File: config.mk
export PLATFORM = sky130hd
export DESIGN_NAME = mem_wb_pipe
export DESIGN_NICKNAME = d
export VERILOG_FILES = /design/src/rtl/mem_wb_pipe.sv
export SDC_FILE = /design/constraint.sdc
export NUM_CORES = 1
export LEC_CHECK = 0
export BUFFER_PORTS_ARGS = -buffer_cell sky130_fd_sc_hd__buf_2
export CORE_UTILIZATION = 30
export CTS_BUF_LIST = sky130_fd_sc_hd__clkbuf_16
export DETAILED_ROUTE_END_ITERATION = 8
export SLEW_MARGIN = 20
export SYNTH_ARGS = -nofsm -noshare
export SYNTH_HDL_FRONTEND = slang
export SYNTH_SLANG_ARGS = --single-unit
export TNS_END_PERCENT = 1
File: constraint.sdc
create_clock -name clk -period 3.3 [get_ports clk]
set_clock_uncertainty 0.15 [all_clocks]
set_input_delay 0.165 -clock clk [delete_from_list [all_inputs] [get_ports clk]]
set_output_delay 0.165 -clock clk [all_outputs]
set_load 0.005 [all_outputs]
File: src/rtl/mem_wb_pipe.sv
// MEM/WB pipeline stage: conditions the writeback fields, carries them through
// DEPTH register stages with stall/flush, exposes a forwarding lookup over the
// in-flight stages and counts retired instructions.
//
// Handshake: valid-only, with no ready. valid_i qualifies the input on every
// rising edge where stall_i is low. valid_o marks the last stage as a real
// instruction. A bubble (valid_i=0) is stored with all fields zero, so a
// bubble can never drive a write or a forwarding hit.
module mem_wb_pipe #(
    parameter int DATA_W     = 32,
    parameter int REG_ADDR_W = 5,
    parameter int DEPTH      = 1,
    parameter int CNT_W      = 16
) (
    input  logic                  clk,
    input  logic                  rst_n,
    input  logic                  stall_i,
    input  logic                  flush_i,
    input  logic                  valid_i,
    input  logic                  reg_write_i,
    input  logic                  mem_to_reg_i,
    input  logic [DATA_W-1:0]     read_data_i,
    input  logic [DATA_W-1:0]     alu_result_i,
    input  logic [REG_ADDR_W-1:0] write_reg_i,
    input  logic [REG_ADDR_W-1:0] query_reg_i,
    output logic                  valid_o,
    output logic                  reg_write_o,
    output logic [REG_ADDR_W-1:0] write_reg_o,
    output logic [DATA_W-1:0]     wb_data_o,
    output logic                  fwd_hit_o,
    output logic [DATA_W-1:0]     fwd_data_o,
    output logic [CNT_W-1:0]      retired_o
);

    // Index 0 is stage 1 (youngest), index DEPTH-1 drives the outputs.
    logic [DEPTH-1:0]      valid_q, valid_d;
    logic [DEPTH-1:0]      wr_q, wr_d;
    logic [REG_ADDR_W-1:0] reg_q  [DEPTH];
    logic [REG_ADDR_W-1:0] reg_d  [DEPTH];
    logic [DATA_W-1:0]     data_q [DEPTH];
    logic [DATA_W-1:0]     data_d [DEPTH];
    logic [CNT_W-1:0]      retired_q, retired_d;

    logic                  in_wr;
    logic [REG_ADDR_W-1:0] in_reg;
    logic [DATA_W-1:0]     in_data;

    // Condition the incoming entry: resolve MemToReg, drop writes to $zero,
    // and zero every field of a bubble.
    always_comb begin
        in_wr   = reg_write_i & valid_i & (write_reg_i != '0);
        in_reg  = '0;
        in_data = '0;
        if (valid_i) begin
            in_reg  = write_reg_i;
            in_data = mem_to_reg_i ? read_data_i : alu_result_i;
        end
    end

    // Next stage contents: flush clears, stall holds, otherwise shift by one.
    always_comb begin
        valid_d = valid_q;
        wr_d    = wr_q;
        for (int k = 0; k < DEPTH; k++) begin
            reg_d[k]  = reg_q[k];
            data_d[k] = data_q[k];
        end
        if (flush_i) begin
            valid_d = '0;
            wr_d    = '0;
            for (int k = 0; k < DEPTH; k++) begin
                reg_d[k]  = '0;
                data_d[k] = '0;
            end
        end else if (!stall_i) begin
            valid_d[0] = valid_i;
            wr_d[0]    = in_wr;
            reg_d[0]   = in_reg;
            data_d[0]  = in_data;
            for (int k = 1; k < DEPTH; k++) begin
                valid_d[k] = valid_q[k-1];
                wr_d[k]    = wr_q[k-1];
                reg_d[k]   = reg_q[k-1];
                data_d[k]  = data_q[k-1];
            end
        end
    end

    // The last-stage instruction wrote the register file this cycle, so it
    // retires on any unstalled edge, even one that also flushes.
    always_comb begin
        retired_d = retired_q;
        if (valid_q[DEPTH-1] && !stall_i) begin
            retired_d = retired_q + CNT_W'(1);
        end
    end

    // Stage and counter registers.
    always_ff @(posedge clk or negedge rst_n) begin
        if (!rst_n) begin
            valid_q   <= '0;
            wr_q      <= '0;
            retired_q <= '0;
            for (int k = 0; k < DEPTH; k++) begin
                reg_q[k]  <= '0;
                data_q[k] <= '0;
            end
        end else begin
            valid_q   <= valid_d;
            wr_q      <= wr_d;
            retired_q <= retired_d;
            for (int k = 0; k < DEPTH; k++) begin
                reg_q[k]  <= reg_d[k];
                data_q[k] <= data_d[k];
            end
        end
    end

    // Forwarding lookup: scan oldest to youngest so the youngest match wins.
    always_comb begin
        fwd_hit_o  = 1'b0;
        fwd_data_o = '0;
        for (int k = DEPTH - 1; k >= 0; k--) begin
            if (valid_q[k] && wr_q[k] && (reg_q[k] == query_reg_i) &&
                (query_reg_i != '0)) begin
                fwd_hit_o  = 1'b1;
                fwd_data_o = data_q[k];
            end
        end
    end

    assign valid_o     = valid_q[DEPTH-1];
    assign reg_write_o = wr_q[DEPTH-1];
    assign write_reg_o = reg_q[DEPTH-1];
    assign wb_data_o   = data_q[DEPTH-1];
    assign retired_o   = retired_q;

endmodule

==> results of run 1 <==
## synth_stat cells
| cell | count | area share |
|---|---|---|
| dfrtp_1 | 55 | 0.51 |
| nand2_1 | 39 | 0.054 |
| and2_1 | 33 | 0.076 |
| mux2i_1 | 32 | 0.12 |
| o21ai_1 | 32 | 0.059 |
| xnor2_1 | 17 | 0.055 |
| clkbuf_1 | 6 | 0.0083 |
| nand3_1 | 6 | 0.011 |
| nand4_1 | 6 | 0.014 |
| a22o_1 | 5 | 0.016 |
| buf_2 | 5 | 0.0092 |
| buf_6 | 3 | 0.012 |
| nor2_1 | 3 | 0.0041 |
| and4_1 | 2 | 0.0064 |
| nor2b_1 | 2 | 0.0046 |
| xor2_1 | 2 | 0.0064 |
| a32o_1 | 1 | 0.0037 |
| and3_1 | 1 | 0.0023 |
| and4b_1 | 1 | 0.0037 |
| ha_1 | 1 | 0.0046 |
| inv_1 | 1 | 0.0014 |
| mux2_1 | 1 | 0.0041 |
| nor3_1 | 1 | 0.0018 |
| nor3b_1 | 1 | 0.0028 |
| nor3b_4 | 1 | 0.0069 |
| nor4_1 | 1 | 0.0023 |
| o2111ai_1 | 1 | 0.0032 |
| o21ai_0 | 1 | 0.0018 |
| or3b_1 | 1 | 0.0032 |
## metal layers
layer / track usage / vias up
li1: - / 1252
met1: 0.185 / 1185
met2: 0.286 / 99
met3: 0.0281 / 8
met4: 0.0441 / 0
met5: 0 / -
## state kept, by name, summed over array words and instances, names as in the netlist
signal and cells:
valid_o 1, write_reg_o 5, reg_write_o 1, retired_o 16, wb_data_o 32
## kinds of logic (layout without fill, tap and decap cells)
family | Yosys count | count (layout)
DFF | 55 | 55
buffers and inverters | 15 | 194
muxes | 33 | 33
AOI/OAI and AO/OA | 40 | 40
xor gates and xnor gates | 19 | 19
and+or+nand+nor | 98 | 98
adders and majority gates | 1 | 1
## cell type report
cell class | count | area [µm²] | share of cell area
inverter | 1 | 3.75 | 0.000953
clock buffer | 5 | 125 | 0.0318
timing repair buffer | 185 | 1000 | 0.255
multi-input combinational | 191 | 1270 | 0.322
sequential | 55 | 1380 | 0.349
clock inverter | 3 | 25.0 | 0.00635
tap | 108 | 135 | 0.0343
## worst min-delay path: stages
cell	delay [ns]
buf_2	0.08
mux2i_1	0.06
o21ai_1	0.10
## per-stage QoR
stage          hold slack, ns  area [µm²]
2_1_floorplan          -0.281        2720
3_3_place_gp            0.202        3650
3_5_place_dp            0.218        3650
4_1_cts             0.0000273        3940
5_1_grt               0.00566        3940
6_report              0.00100        3940
## worst max-delay path by stage
| stage | cells past startpoint | from | to |
|---|---|---|---|
| floorplan | 5 | write_reg_o[0] | fwd_data_o[22] |
| global placement | 6 | write_reg_o[0] | fwd_data_o[3] |
| detailed placement | 6 | write_reg_o[0] | fwd_data_o[1] |
| CTS | 6 | write_reg_o[0] | fwd_data_o[1] |
| global route | 6 | write_reg_o[0] | fwd_data_o[25] |
| finish | 6 | write_reg_o[0] | fwd_data_o[1] |
## what timing repair did
action / in CTS / in global routing
hold endpoints to repair: 52 / 0
resized for setup: 0 / 0
hold buffers: 14 / 0
## power breakdown
group / total (W) / internal, W / leakage [nW] / switching [W]
combinational: 0.000236 / 0.000129 / 1.37 / 0.000107
clock: 0.000530 / 0.000284 / 0.0700 / 0.000245
sequential: 0.000770 / 0.000718 / 0.749 / 0.0000518
total: 0.00154 / 0.00113 / 2.19 / 0.000404
==> run summary, run 1 <==
Outcome: complete, no violations
Placer Congestion: 0.772
Cells after synthesis: 261
Tcrit/Tclk final: 0.727
Die span in y: 97.3 µm
First-pass GRT wire length: 12000 µm
Antenna Cells: 0
Peak supply drop: 0.220 mV
Simple-gate area share of the yosys netlist: 0.192
Util after Layout: 0.449
Vias per Instance: 4.64
Commonest cells after routing, fill and taps aside: buf_2 (168), dfrtp_1 (55), nand2_1 (39)
Complex-gate fraction of the synthesized area: 0.0836
Highest routed layer: met4
Worst setup SP type: flip-flop
Hold Vio Cnt, Final: 0
Adder-cell share of the synthesized area: 0.00459
Fillers: 877
Critical Path Fanout Max: 24
Synthesized area per cell: 10.4 µm²
Vias in the first global route: 2564
DR pass1 iterations: 4
Mux contribution to synthesized area: 0.122
Setup slack, reg-to-reg: 1.79 ns
Synthesized area: 0.00272 mm²
Detailed Route WL: 7270 µm
Initial Util: 0.311
Max Slew Vio Count: 0
End of the worst hold path: wb_data_o[0]
CTS tree: done
Vias post-DR: 2544
Wire length per cell: 13.3 µm
Hold Path Class: input pin to flip-flop
Num rows: 34
Slowest CP cell: nor3b_4
CP max stage delay: 0.43 ns
Area delta synth->final: 44.6%
Post-CTS setup buffers: 0
TritonCTS Buffers: 5
Total power: 0.00154 W
Crit path capture type: output port
WHS Path Cells: 3
Ratio of cells with drive above 1 in the final layout: 0.411
Post-route worst setup slack: 0.902 ns
H-tree lvl count: 2
Crit-path cells: xnor2_1, o2111ai_1, nor3b_4, buf_4, and2_1, buf_2
CP top delay family: simple AND/OR/NAND/NOR gates
Fmax: 417 MHz
WP data required: 2.98 ns
Fin nets: 521
P per Cell Area: 390 mW/mm²
Reg2reg start: valid_o
Die area: 0.00946 mm²
DRT iter0 DRCs: 53
Max_cap viols: 0
WS Path Type: flip-flop to output port
Yosys warns: 0
Met2 WL: 3730 µm
Synth Area in XOR/XNOR: 0.0611
R2R cell count: 4
Largest net degree at the start of global routing: 43
GRT Overall Usage: 0.156
# IOs: 169
Worst-margin pin slew: 0.933 ns
Hpwl dp: 5340 µm
Relative slew slack: 0.378
Post-synth cell types: 29
TNS Setup: 0 ns
RSZ-0062 raised after global routing: no
I/O Buffers: 168
WP data arrival: 2.08 ns
Initial antenna violation count: 0
Pleak: 2.19 nW
Placed cells: 526
Period minus WS final: 2.40 ns
Commonest non-fill, non-tap cell in the layout: buf_2
Largest family of logic cells by synthesized area: simple AND/OR/NAND/NOR gates
Met3 wire len: 401 µm
Clk_lat worst skew: 0.29 ns
Synth Register Bits: 55
Buffers plus inverters on the worst setup path: 2
Clk sinks: 55
CTS root buf: clkbuf_16
Syn_nets: 343
Total grt overflow: 0
Final setup viols: 0
Clk buf depth: 2
Pre-CTS worst setup slack: 1.20 ns
Clock transition at path regs: 0.07 ns
Fin cells: 548
DRC: 0
Die X: 97.3 µm
Core Footprint: 0.00876 mm²
Routed Antenna Nets: 0
Hold path start: read_data_i[0]
Met1 Routed Length: 3050 µm
Reg-to-Reg End: retired_o[11]
Register area share after synthesis: 0.505
Note: power is estimated with default switching activity, not from simulation.
==> run 2, diff against run 1 <==
Clock period 3.3 ns to 2.2 ns, I/O delays scaled along.
==> run 2 against run 1 <==
Sequential power rose by 51%. Register-to-register slack got worse by 1.1 ns. First-iteration DRC count fell by 13%. Non-clock buffer count rose by 61. Critical path type unchanged. Largest power group unchanged.
==> run summary, run 2 (same netlist as run 1, synthesis figures left out) <==
Outcome: complete, no violations (unchanged)
Total grt overflow: 0 (unchanged)
Detailed Route WL: 7960 µm (was 7270 µm)
Peak supply drop: 0.464 mV (was 0.220 mV)
Vias per Instance: 4.66 (was 4.64)
Clk buf depth: 2 (unchanged)
GRT Overall Usage: 0.169 (was 0.156)
End of the worst hold path: retired_o[2] (was wb_data_o[0])
Placer Congestion: 0.775 (was 0.772)
# IOs: 169 (unchanged)
Clk_lat worst skew: 0.29 ns (about the same)
Initial antenna violation count: 0 (unchanged)
Relative slew slack: 0.468 (was 0.378)
Vias post-DR: 2839 (was 2544)
P per Cell Area: 545 mW/mm² (was 390 mW/mm²)
Hold Vio Cnt, Final: 0 (unchanged)
Commonest cells after routing, fill and taps aside: buf_2 (168), dlygate4sd3_1 (71), dfrtp_1 (55) (was buf_2 (168), dfrtp_1 (55), nand2_1 (39))
Fin nets: 582 (was 521)
TritonCTS Buffers: 5 (unchanged)
Die span in y: 97.3 µm (unchanged)
Reg2reg start: valid_o (unchanged)
Max_cap viols: 0 (unchanged)
TNS Setup: 0 ns (unchanged)
Area delta synth->final: 68.4% (was 44.6%)
Ratio of cells with drive above 1 in the final layout: 0.367 (was 0.411)
Hpwl dp: 5350 µm (was 5340 µm)
Total power: 0.00250 W (was 0.00154 W)
Die X: 97.3 µm (unchanged)
First-pass GRT wire length: 13000 µm (was 12000 µm)
WS Path Type: flip-flop to output port (unchanged)
R2R cell count: 4 (unchanged)
Worst setup SP type: flip-flop (unchanged)
WP data required: 1.94 ns (was 2.98 ns)
H-tree lvl count: 2 (unchanged)
Hold Path Class: input pin to flip-flop (unchanged)
Util after Layout: 0.523 (was 0.449)
Clk sinks: 55 (unchanged)
Hold path start: stall_i (was read_data_i[0])
Antenna Cells: 0 (unchanged)
WP data arrival: 1.80 ns (was 2.08 ns)
Worst-margin pin slew: 0.796 ns (was 0.933 ns)
DRC: 0 (unchanged)
CTS tree: done (unchanged)
CTS root buf: clkbuf_16 (unchanged)
Hold WS: 0.0622 ns (was 0.00100 ns)
Pleak: 2.47 nW (was 2.19 nW)
Final setup viols: 0 (unchanged)
Fmax: 486 MHz
Num rows: 34 (unchanged)
Crit path capture type: output port (unchanged)
RSZ-0062 raised after global routing: no (unchanged)
DR pass1 iterations: 4 (unchanged)
Wire length per cell: 13.1 µm (was 13.3 µm)
Clock transition at path regs: 0.07 ns (about the same)
WHS Path Cells: 4 (was 3)
Critical Path Fanout Max: 23 (was 24)
Largest net degree at the start of global routing: 40 (was 43)
Number of flip-flops in the largest register: 32 (unchanged)
Vias in the first global route: 2780 (was 2564)
Max Slew Vio Count: 0 (unchanged)
Setup slack, reg-to-reg: 0.67 ns (was 1.79 ns)
Initial Util: 0.311 (unchanged)
Period minus WS final: 2.06 ns
Tcrit/Tclk final: 0.935
DRT iter0 DRCs: 46 (was 53)
I/O Buffers: 168 (unchanged)
Commonest non-fill, non-tap cell in the layout: buf_2 (unchanged)
Reg-to-Reg End: retired_o[15] (was retired_o[11])
Core Footprint: 0.00876 mm² (unchanged)
Routed Antenna Nets: 0 (unchanged)
Die area: 0.00946 mm² (unchanged)
-- run 2: per-stage QoR --
stage	cells	instance area, µm²	setup WS [ns]
after floorplan	261	2720	0.603
after global placement	530	3700	0.493
after detailed placement	530	3700	0.423
after CTS	609	4580	0.102
after global routing	609	4590	0.00716
final	609	4590	0.144
-- run 2: layout make-up --
type                       count  area, µm²
fill                         799       4180
timing repair buffer         246       1640
sequential                    55       1380
multi-input combinational    191       1270
tap                          108        135
clock buffer                   5        125
clock inverter                 3       38.8
inverter                       1       3.75
-- run 2: per-layer routing --
layer,vias to the layer above,wire length [µm],track usage
met2,119,4070,0.300
li1,1371,-,-
met3,14,413,0.0288
met4,0,157,0.0554
met5,-,0,0
met1,1335,3320,0.206
-- run 2: how the worst max path moves through the flow --
stage / from / endpoint / slack [ns] / depth (start not counted)
floorplan: write_reg_o[0] / fwd_data_o[22] / 0.60 / 5
global placement: write_reg_o[0] / fwd_data_o[19] / 0.49 / 6
detailed placement: write_reg_o[0] / fwd_data_o[1] / 0.42 / 6
CTS: write_reg_o[0] / fwd_data_o[30] / 0.10 / 6
global route: write_reg_o[0] / fwd_data_o[30] / 0.007 / 6
finish: write_reg_o[0] / fwd_data_o[30] / 0.14 / 6
-- run 2: power breakdown --
group	internal [W]	switching (W)
clock network	0.000531	0.000347
logic	0.000283	0.000179
registers	0.00108	0.0000805
-- run 2: worst max-delay path, stage by stage (launching register included) --
cell and delay, ns:
dfrtp_1 0.42, xnor2_1 0.17, o2111ai_1 0.18, nor3b_4 0.26, buf_8 0.20, and2_1 0.15, buf_2 0.12
-- run 2: repair_timing --
| action | 4_1_cts | 5_1_grt |
|---|---|---|
| hold buffers | 71 | 0 |
| setup buffers | 0 | 0 |
| endpoints found under the hold margin | 60 | 0 |
| resized for setup | 0 | 2 |
| endpoints found under the setup margin | 0 | 21 |
==> run 3, diff against run 2 <==
--- a/config.mk
+++ b/config.mk
@@ -8,2 +8,3 @@
 export BUFFER_PORTS_ARGS = -buffer_cell sky130_fd_sc_hd__buf_2
+export CORE_ASPECT_RATIO = 0.7
 export CORE_UTILIZATION = 30
==> constraint.sdc (replaced) <==
create_clock -name clk -period 2.2 [get_ports clk]
set_clock_uncertainty 0.15 [all_clocks]
set_input_delay 0 -clock clk [delete_from_list [all_inputs] [get_ports clk]]
set_output_delay 0 -clock clk [all_outputs]
set_load 0.005 [all_outputs]
==> run 3 against run 2 <==
Register-to-register slack about the same. Critical path type unchanged. Core utilization grew 0.71 points. Routed wire length increased by 4.6%. Sequential cell count did not move. Power shrank 5.0%. Critical endpoint is now fwd_data_o[22]. Clock-buffer cell count did not move. Design area fell by 0.33%.
==> run summary, run 3 (same netlist as run 1, synthesis figures left out) <==
CP Capture Point: fwd_data_o[22] (was fwd_data_o[30])
Fmax: 501 MHz (was 486 MHz)
CTS tree: done (unchanged)
Pleak: 2.46 nW (was 2.47 nW)
Critical Path Fanout Max: 20 (was 23)
Commonest cells after routing, fill and taps aside: buf_2 (168), dlygate4sd3_1 (73), dfrtp_1 (55) (was buf_2 (168), dlygate4sd3_1 (71), dfrtp_1 (55))
GRT Overall Usage: 0.181 (was 0.169)
Clk_lat worst skew: 0.28 ns (was 0.29 ns)
WP data arrival: 1.84 ns (was 1.80 ns)
Die area: 0.00947 mm² (was 0.00946 mm²)
Reg-to-Reg End: retired_o[11] (was retired_o[15])
Core Footprint: 0.00862 mm² (was 0.00876 mm²)
Clk sinks: 55 (unchanged)
Clk buf depth: 2 (unchanged)
Hold Vio Cnt, Final: 0 (unchanged)
Post-route cell area: 0.00457 mm² (was 0.00459 mm²)
P per Cell Area: 519 mW/mm² (was 545 mW/mm²)
Tcrit/Tclk final: 0.907 (was 0.935)
DRC: 0 (unchanged)
Initial antenna violation count: 0 (unchanged)
DR pass1 iterations: 5 (was 4)
Die X: 116 µm (was 97.3 µm)
TNS Setup: 0 ns (unchanged)
Total grt overflow: 0 (unchanged)
Outcome: complete, no violations (unchanged)
Vias per Instance: 4.52 (was 4.66)
Max Slew Vio Count: 0 (unchanged)
Routed Antenna Nets: 0 (unchanged)
Detailed Route WL: 8320 µm (was 7960 µm)
Hpwl dp: 5750 µm (was 5350 µm)
H-tree lvl count: 2 (unchanged)
Vias post-DR: 2813 (was 2839)
Commonest non-fill, non-tap cell in the layout: buf_2 (unchanged)
WS Path Type: flip-flop to output port (unchanged)
DRT iter0 DRCs: 89 (was 46)
WP data required: 2.05 ns (was 1.94 ns)
Num rows: 28 (was 34)
Peak supply drop: 0.276 mV (was 0.464 mV)
RSZ-0062 raised after global routing: no (unchanged)
Die span in y: 81.7 µm (was 97.3 µm)
# IOs: 169 (unchanged)
TritonCTS Buffers: 5 (unchanged)
Antenna Cells: 0 (unchanged)
Largest net degree at the start of global routing: 33 (was 40)
Initial Util: 0.316 (was 0.311)
Clock transition at path regs: 0.06 ns (was 0.07 ns)
Crit path capture type: output port (unchanged)
Worst-margin pin slew: 0.673 ns (was 0.796 ns)
Area delta synth->final: 67.8% (was 68.4%)
Number of flip-flops in the largest register: 32 (unchanged)
Placed cell areas: 0.00371 mm² (was 0.00370 mm²)
R2R cell count: 4 (unchanged)
Period minus WS final: 1.99 ns (was 2.06 ns)
Setup slack, reg-to-reg: 0.67 ns (about the same)
Placer Congestion: 0.809 (was 0.775)
Reg2reg start: valid_o (unchanged)
Area occupied by multi-input gates: 0.00127 mm² (unchanged)
CP Launch Point: write_reg_o[0] (unchanged)
I/O Buffers: 168 (unchanged)
Relative slew slack: 0.551 (was 0.468)
Util after Layout: 0.530 (was 0.523)
Wire length per cell: 13.4 µm (was 13.1 µm)
Worst setup SP type: flip-flop (unchanged)
Fillers: 792 (was 799)
Ratio of cells with drive above 1 in the final layout: 0.365 (was 0.367)
Hold Path Class: input pin to flip-flop (unchanged)
CTS root buf: clkbuf_16 (unchanged)
Final setup viols: 0 (unchanged)
Sequential cell area: 0.00138 mm² (unchanged)
Vias in the first global route: 2750 (was 2780)
First-pass GRT wire length: 13200 µm (was 13000 µm)
Max_cap viols: 0 (unchanged)
CTS resizes: 0 (unchanged)
Fin nets: 584 (was 582)
[run 3: cell types whose count changed in the layout (fill, tap and decap cells not counted), sizes merged]
cell / previous run / this run
bufinv: 1 / 0
dlygate4sd3: 71 / 73
[run 3: power by group]
group | switching (W) | internal, W
Combinational | 0.000190 | 0.000285
Sequential | 0.0000808 | 0.00108
Clock | 0.000329 | 0.000410
Total | 0.000600 | 0.00177
[run 3: timing repair]
item,4_1_cts,5_1_grt
endpoints found under the hold margin,65,0
hold buffers,73,0
buffers inserted,0,0
[run 3: cell type report]
| cell class | instances | area share |
|---|---|---|
| repair buffers | 248 | 0.358 |
| flip-flops and latches | 55 | 0.301 |
| well taps | 120 | 0.0328 |
| multi-input cells | 191 | 0.278 |
| inverters | 1 | 0.000821 |
| clock buffers | 5 | 0.0274 |
| clock inverters | 2 | 0.00192 |
[run 3: critical path, cell delays in order (launching register included)]
cell and delay [ns]:
dfrtp_1 0.43, nor4_1 0.33, o21ai_0 0.13, nor3b_4 0.17, buf_4 0.20, and2_1 0.18
buf_2 0.12
[run 3: worst min-delay path by stage]
| stage | startpoint | to | slack, ns | depth (start not counted) |
|---|---|---|---|---|
| final | flush_i | wb_data_o[4] | 0.004 | 4 |
| after global routing | flush_i | wb_data_o[11] | 0.03 | 4 |
| after CTS | flush_i | wb_data_o[4] | 0.003 | 4 |
| after detailed placement | rst_n | wb_data_o[7] | -0.09 | 1 |
| after global placement | rst_n | wb_data_o[7] | -0.11 | 1 |
| after floorplan | rst_n | reg_write_o | -0.45 | 0 |
[run 3: through the flow]
step | power, W | cells | setup slack, ns | hold slack (ns)
floorplan | 0.00131 | 261 | 0.713 | -0.446
global placement | 0.00152 | 542 | 0.605 | -0.106
detailed placement | 0.00154 | 542 | 0.551 | -0.0937
CTS | 0.00241 | 622 | 0.220 | 0.00335
global route | 0.00251 | 622 | 0.0674 | 0.0259
finish | 0.00237 | 622 | 0.205 | 0.00407
[run 3: layer usage]
metal	GRT usage	part of all wire	up-vias
met2	0.332	0.49	124
met3	0.0354	0.060	6
met5	0	0	-
li1	-	-	1370
met4	0.0397	0.0059	0
met1	0.220	0.45	1313
